--- config.mk ---
export PLATFORM = sky130hd
export DESIGN_NAME = caesar_decrypt_stream
export DESIGN_NICKNAME = d
export VERILOG_FILES = /design/src/rtl/caesar_pkg.sv /design/src/rtl/caesar_pipe_stage.sv /design/src/rtl/caesar_decrypt_stream.sv
export SDC_FILE = /design/constraint.sdc
export NUM_CORES = 1
export LEC_CHECK = 0
export BUFFER_PORTS_ARGS = -buffer_cell sky130_fd_sc_hd__buf_4
export CORE_MARGIN = 2
export CORE_UTILIZATION = 49
export DETAILED_ROUTE_END_ITERATION = 6
export PLACE_DENSITY = 0.83
export SLEW_MARGIN = 25
export SYNTH_ARGS = -nofsm -noshare
export SYNTH_HDL_FRONTEND = slang
export SYNTH_SLANG_ARGS = --single-unit
--- constraint.sdc ---
create_clock -name clk -period 3.1 [get_ports clk]
set_clock_uncertainty 0.15 [all_clocks]
set_input_delay 0.62 -clock clk [delete_from_list [all_inputs] [get_ports clk]]
set_output_delay 0.62 -clock clk [all_outputs]
set_load 0.005 [all_outputs]
--- src/rtl/caesar_pkg.sv ---
// Shared types and helpers for the Caesar/XOR stream decryptor.
// Decode rule: plain = (cipher ^ key) - offset, modulo 256.
package caesar_pkg;

    localparam int unsigned CAESAR_OFFSET_DEFAULT = 3;

    typedef logic [7:0] byte_t;

    typedef enum logic [0:0] {
        IDLE  = 1'b0,
        FRAME = 1'b1
    } caesar_state_e;

    function automatic byte_t caesar_dec_byte(input byte_t cipher, input byte_t key, input byte_t offset);
        return byte_t'((cipher ^ key) - offset);
    endfunction

endpackage

--- src/rtl/caesar_pipe_stage.sv ---
// One valid/ready register slice carrying a byte and its last flag.
// Handshake: a beat moves when valid && ready on a rising clk; a held beat stays stable until taken.
module caesar_pipe_stage
    import caesar_pkg::*;
(
    input  logic  clk,
    input  logic  rst_n,
    input  logic  s_valid,
    output logic  s_ready,
    input  byte_t s_data,
    input  logic  s_last,
    output logic  m_valid,
    input  logic  m_ready,
    output byte_t m_data,
    output logic  m_last
);

    // Empty, or the held beat leaves this cycle.
    assign s_ready = !m_valid || m_ready;

    always_ff @(posedge clk or negedge rst_n) begin
        if (!rst_n) begin
            m_valid <= 1'b0;
            m_data  <= '0;
            m_last  <= 1'b0;
        end else if (s_ready) begin
            m_valid <= s_valid;
            if (s_valid) begin
                m_data <= s_data;
                m_last <= s_last;
            end
        end
    end

endmodule

--- src/rtl/caesar_decrypt_stream.sv ---
// Two-stage streaming Caesar/XOR decryptor with per-frame key latching.
// Define CAESAR_ROLLING_KEY_EN to advance the key by one on every beat of a frame.
module caesar_decrypt_stream
    import caesar_pkg::*;
#(
    parameter int unsigned OFFSET = CAESAR_OFFSET_DEFAULT
) (
    input  logic        clk,
    input  logic        rst_n,
    input  logic [7:0]  key,
    input  logic        s_valid,
    output logic        s_ready,
    input  logic [7:0]  s_data,
    input  logic        s_last,
    output logic        m_valid,
    input  logic        m_ready,
    output logic [7:0]  m_data,
    output logic        m_last,
    output logic        busy,
    output logic [15:0] frame_cnt
);

    localparam byte_t OFF = byte_t'(OFFSET);

    caesar_state_e state_q;
    byte_t         key_q;
    byte_t         k_frame;
    byte_t         k_cur;
    byte_t         x0;
    byte_t         x1;
    byte_t         d2;
    logic          v1;
    logic          last1;
    logic          rdy2;
    logic          accept;

    assign accept = s_valid && s_ready;

`ifdef CAESAR_ROLLING_KEY_EN
    // key_q holds the key of the previous beat, so the current beat uses one more.
    assign k_frame = key_q + 8'd1;
`else
    assign k_frame = key_q;
`endif

    assign k_cur = (state_q == IDLE) ? key : k_frame;
    assign x0    = s_data ^ k_cur;
    assign d2    = caesar_dec_byte(x1, 8'h00, OFF);

    caesar_pipe_stage u_stage1 (
        .clk     (clk),
        .rst_n   (rst_n),
        .s_valid (s_valid),
        .s_ready (s_ready),
        .s_data  (x0),
        .s_last  (s_last),
        .m_valid (v1),
        .m_ready (rdy2),
        .m_data  (x1),
        .m_last  (last1)
    );

    caesar_pipe_stage u_stage2 (
        .clk     (clk),
        .rst_n   (rst_n),
        .s_valid (v1),
        .s_ready (rdy2),
        .s_data  (d2),
        .s_last  (last1),
        .m_valid (m_valid),
        .m_ready (m_ready),
        .m_data  (m_data),
        .m_last  (m_last)
    );

    always_ff @(posedge clk or negedge rst_n) begin
        if (!rst_n) begin
            state_q <= IDLE;
            key_q   <= '0;
        end else if (accept) begin
            if (state_q == IDLE) begin
                key_q <= key;
                if (!s_last) state_q <= FRAME;
            end else begin
`ifdef CAESAR_ROLLING_KEY_EN
                key_q <= k_frame;
`endif
                if (s_last) state_q <= IDLE;
            end
        end
    end

    always_ff @(posedge clk or negedge rst_n) begin
        if (!rst_n) begin
            frame_cnt <= '0;
        end else if (m_valid && m_ready && m_last) begin
            frame_cnt <= frame_cnt + 16'd1;
        end
    end

    assign busy = (state_q == FRAME) || v1 || m_valid;

endmodule
## Word-level counts from Yosys, hierarchy flattened

Index checks and enable logic that the tools add are counted.
Widths: inputs -> output; s select.

- Register bits: 45
- Bits of input ports: 21
- Output and inout bits: 28
- Logic and storage cells: 25

- Add/subtract/negate cells: 2
- Mux-type cells: 2
- Bitwise operators: 1
- Reduce and logical (&&, ||, !) cells: 11

Operators with widths:

| kind | count |
|---|---|
| $add 16x1->16 const B | 1 |
| $mux 8 | 1 |
| $sub 8x2->8 const B | 1 |
| $xor 8x8->8 | 1 |
| $logic_or 1x1->1 | 4 |
| $reduce_and 2->1 | 2 |
| $logic_and 1x1->1 | 3 |
| $logic_not 1->1 | 2 |
| $mux 1 | 1 |

## Depth between registers and ports, before layout

- Depth after elaboration: 4
- Mapped depth: 5
- Depth with buffers taken out: 5

## Modules after synthesis

Synthesis repeated with hierarchy kept, for this count alone.

- Cells, all modules: 153
- Area total of the unflattened synthesis: 2189.6 um^2

Modules (own cells, without submodules):

| module | instances | cells an instance | area an instance (um^2) |
|---|---|---|---|
| caesar_decrypt_stream | 1 | 109 | 1338.8 |
| caesar_pipe_stage | 2 | 22 | 425.4 |

## Worst setup path after synthesis

No wires, ideal clock.

- Path type: input to register
- Start point: in m_ready
- End point: reg key_q[0] (netlist: k_frame[0])
- Setup time: 0.125 ns
- Arrival time: 1.513 ns
- Data required time: 2.825 ns
- Path slack: 1.313 ns
- Stages on the path: 3
- Path buffers: 0
- Cells stage by stage: nand3b_1 nand3b_1 mux2_2

- Longest elaborated chain between the ends: 3

Ends and longest elaborated chain:

| element | line | RTL |
|---|---|---|
| start, declared | caesar_decrypt_stream.sv:16 | `input logic m_ready,` |
| $logic_or 1x1->1 (2 in a row) | caesar_pipe_stage.sv:19 | `assign s_ready = !m_valid \|\| m_ready;` |
| $logic_and 1x1->1 | caesar_decrypt_stream.sv:37 | `assign accept = s_valid && s_ready;` |
| end signal, assigned | caesar_decrypt_stream.sv:82 | `key_q <= key;` |
| end, declared | caesar_decrypt_stream.sv:26 | `byte_t key_q;` |

No other way between the ends.
A chain may end at the register's enable or synchronous reset.

## Final worst setup path

- Start point: reg state_q
- End point: out busy

- Longest elaborated chain between the ends: 2

Ends and longest elaborated chain:

| element | line | RTL |
|---|---|---|
| start, declared | caesar_decrypt_stream.sv:25 | `caesar_state_e state_q;` |
| start signal, assigned | caesar_decrypt_stream.sv:78 | `state_q <= IDLE;` |
| start signal, assigned | caesar_decrypt_stream.sv:83 | `if (!s_last) state_q <= FRAME;` |
| start signal, assigned | caesar_decrypt_stream.sv:88 | `if (s_last) state_q <= IDLE;` |
| $logic_or 1x1->1 (2 in a row) | caesar_decrypt_stream.sv:101 | `assign busy = (state_q == FRAME) \|\| v1 \|\| m_valid;` |
| end, declared | caesar_decrypt_stream.sv:19 | `output logic busy,` |

No other way between the ends.

==> metrics.csv <==
stage;metric;value;unit
yosys;Async SR Flop Fraction;100;%
die;Core Area;0.00397;sq mm
clocking;CTS tree;built;
flow_run;number of max-cap violations;0;
critical_path;Critical Path Fanout Max;11;
critical_path;Worst Setup EP;busy;
yosys;Synth Area in Simple Gates;13.4;%
grt;global-route wire length before repair;5.93;mm
finish;layout cell share with drive strength beyond 1;32.1;%
placement;placed instance area;0.00242;sq mm
yosys;cells after synthesis;171;
yosys;Syn Nets;194;
yosys;yosys warns;0;
clocking;clk_lat worst skew;0.29;ns
yosys;largest family of logic cells by synthesized area;simple AND/OR/NAND/NOR gates;
timing;Final Critical Period;2.20;ns
placement;pre-CTS setup slack;1.02;ns
critical_path;Arr. time, crit path;1.43;ns
die;Initial Util;50.8;%
timing;Final setup violation count;0;
timing;RSZ-0062 raised after global routing;no;
clocking;Resized cells post-CTS;0;
timing;Hold Vio Cnt, Final;0;
yosys;adder-cell share of the synthesized area;1.24;%
yosys;Yosys top cell by area;dfrtp_1;
critical_path;Reg-to-Reg Start;u_stage2.m_valid$_DFFE_PN0P_;
timing;Final Cycle Share;71.0;%
yosys;post-synth cell types;28;
yosys;compound-gate portion of the synthesized area;5.34;%
worst_hold_path;Worst Hold Class;input port to asynchronous set/reset pin;
yosys;count leader, synth;dfrtp_1;
route;WL/cell;13.3;microns
grt;vias in the first global route;1318;
route;Antenna Nets Post-Route;0;
yosys;post-synthesis mux area share;10.7;%
critical_path;CP cell instances;or3_1 -> buf_4;
die;Ports;49;
critical_path;Critical path origin;state_q$_DFFE_PN0P_;
yosys;Synth top cells by count;dfrtp_1, nand2_1, xor2_1;
timing;worst slew pin tran;0.551;ns
status;status;complete, no violations;
timing;TNS Setup;0;ns
die;Row Count;23;
clocking;TritonCTS buffer count;5;
critical_path;cell at the slowest stage of the critical path;dfrtp_1;
clocking;# H-tree levels;2;
critical_path;R2R Setup Slk;1.31;ns
critical_path;worst stage delay on the critical path;0.56;ns
yosys;post-synthesis xor/xnor area fraction;12.6;%
clocking;Post-CTS Setup Bufs;0;
clocking;Reg clk slew, reported paths;0.08;ns
critical_path;RR Endpoint;u_stage1.m_last$_DFFE_PN0P_;
timing;f_max;454;MHz
yosys;top cells by area, synth;dfrtp_1, mux2_2, xor2_1;
clocking;CTS Buffer Depth;2;
yosys;FF+latch count, synth;45;
route;Total Wirelength;3.63;mm
placement;DPL Wire Length;2.68;mm
clocking;clk root buf;clkbuf_8;
critical_path;critical path launch point type;flop;
grt;GRT Overall Usage;17.5;%
die;die height;68.1;microns
critical_path;Setup CP Type;flop to output port;
critical_path;Crit. End Element;output port;
route;vias per cell;5.11;
grt;initial antenna violation count;0;
grt;largest net degree at the start of global routing;46;
yosys;Synth top area share;55.9;%
yosys;EDFF count, synth;0;
finish;n_diodes;0;
placement;PortBufs;48;
critical_path;CP required;2.33;ns
route;vias;1399;
grt;grt total ovfl;0;
finish;post-route cell area;0.00256;sq mm
clocking;CTS sink count;45;
placement;GPL Wtd Cong;0.738;
route;Post-route DRC;0;
yosys;Netlist Area Pre-Place;0.00202;sq mm
finish;Core Util, Final;64.4;%
die;chip width;68.1;microns
finish;final-stage net count;246;
yosys;Top FF cell, synth;dfrtp_1;
timing;final worst setup slack;0.898;ns
route;Detailed Routing Iterations Pass 1;4;
finish;Layout area overhead;26.9;%
route;initial drt markers;67;
yosys;Seq/Total Area, Yosys;55.9;%
timing;Slew Limit Fails;0;
power_and_ir_drop;total leakage power;1.23;nW
power_and_ir_drop;Pwr Density;724;mW/mm^2
die;full die area;0.00464;sq mm
timing;slew margin rel.;63.3;%
critical_path;Reg2Reg Depth;3;
clocking;Hold Buf Count CTS;0;
power_and_ir_drop;Max rail drop VDD;0.415;mV
yosys;Synth Area per Inst;11.8;sq um
==> critical path, delay by kind of cell, from the launching register on <==
family / cells / cell delay [ns]
buffers and inverters: 1 / 0.14
DFF: 1 / 0.56
and+or+nand+nor: 1 / 0.44
==> cell type report <==
| class | instances | area (sq um) |
|---|---|---|
| sequential | 45 | 1130 |
| clock inverter | 3 | 65.1 |
| clock buffer | 5 | 68.8 |
| inverter | 1 | 3.75 |
| fill | 342 | 1410 |
| tap | 50 | 62.6 |
| multi-input combinational | 122 | 872 |
| timing repair buffer | 48 | 360 |
==> power by group <==
group | switching (mW) | internal, mW
Clock | 0.192 | 0.320
Combinational | 0.188 | 0.281
Sequential | 0.137 | 0.735
==> state kept, by name (all words and copies together) (netlist names) <==
name / flops
u_stage1.m_data: 8
u_stage1.m_last: 1
u_stage2.m_valid: 1
state_q: 1
u_stage2.m_last: 1
k_frame: 8
u_stage2.m_data: 8
u_stage1.m_valid: 1
frame_cnt: 16
==> cell usage in the layout (no fill, tap or decap), types with 2 or more instances in the layout <==
cell	n
xnor2_1	14
clkbuf_8	5
nor3_1	2
ha_1	2
xor2_1	15
nand2_1	21
mux2i_1	8
nand3_1	6
nand4_1	7
a21oi_1	2
nand2b_1	3
bufinv_16	2
nor2_1	4
buf_4	48
o21ai_0	14
mux2_2	12
nand3b_1	2
dfrtp_1	45
==> worst min-delay path by stage <==
stage / startpoint / to / slack (ns) / cells past startpoint
2_1_floorplan: rst_n / frame_cnt[0]$_DFFE_PN0P_ / 0.17 / 0
3_3_place_gp: frame_cnt[15]$_DFFE_PN0P_ / frame_cnt[15]$_DFFE_PN0P_ / 0.31 / 1
3_5_place_dp: u_stage2.m_data[7]$_DFFE_PN0P_ / u_stage2.m_data[7]$_DFFE_PN0P_ / 0.32 / 2
4_1_cts: rst_n / frame_cnt[13]$_DFFE_PN0P_ / 0.18 / 1
5_1_grt: rst_n / u_stage2.m_data[1]$_DFFE_PN0P_ / 0.20 / 1
6_report: rst_n / k_frame[0]$_DFFE_PN0P_ / 0.16 / 1
==> routing by layer <==
layer / global-route usage, % / routed length, microns / vias to the layer above
met3: 4.44 / 173 / 4
met5: 0 / 0 / -
met2: 27.5 / 1720 / 33
met1: 22.8 / 1700 / 665
li1: - / - / 697
met4: 7.50 / 41 / 0
==> through the flow <==
| step | cells | hold slack, ns | total power [mW] |
|---|---|---|---|
| after global routing | 274 | 0.202 | 1.97 |
| after CTS | 274 | 0.180 | 1.88 |
| after floorplan | 171 | 0.174 | 1.13 |
| after detailed placement | 266 | 0.320 | 1.36 |
| after global placement | 266 | 0.311 | 1.34 |
| final | 274 | 0.160 | 1.85 |
==> cells by family (layout without fill, tap and decap cells) <==
kind of cell	count (synthesis)	after routing
xor+xnor	29	29
mux	20	20
simple gates	52	52
fa+ha+maj	2	2
buf+inv	4	57
compound gates	19	19
flops	45	45
Power figures use the tool's default switching activity.
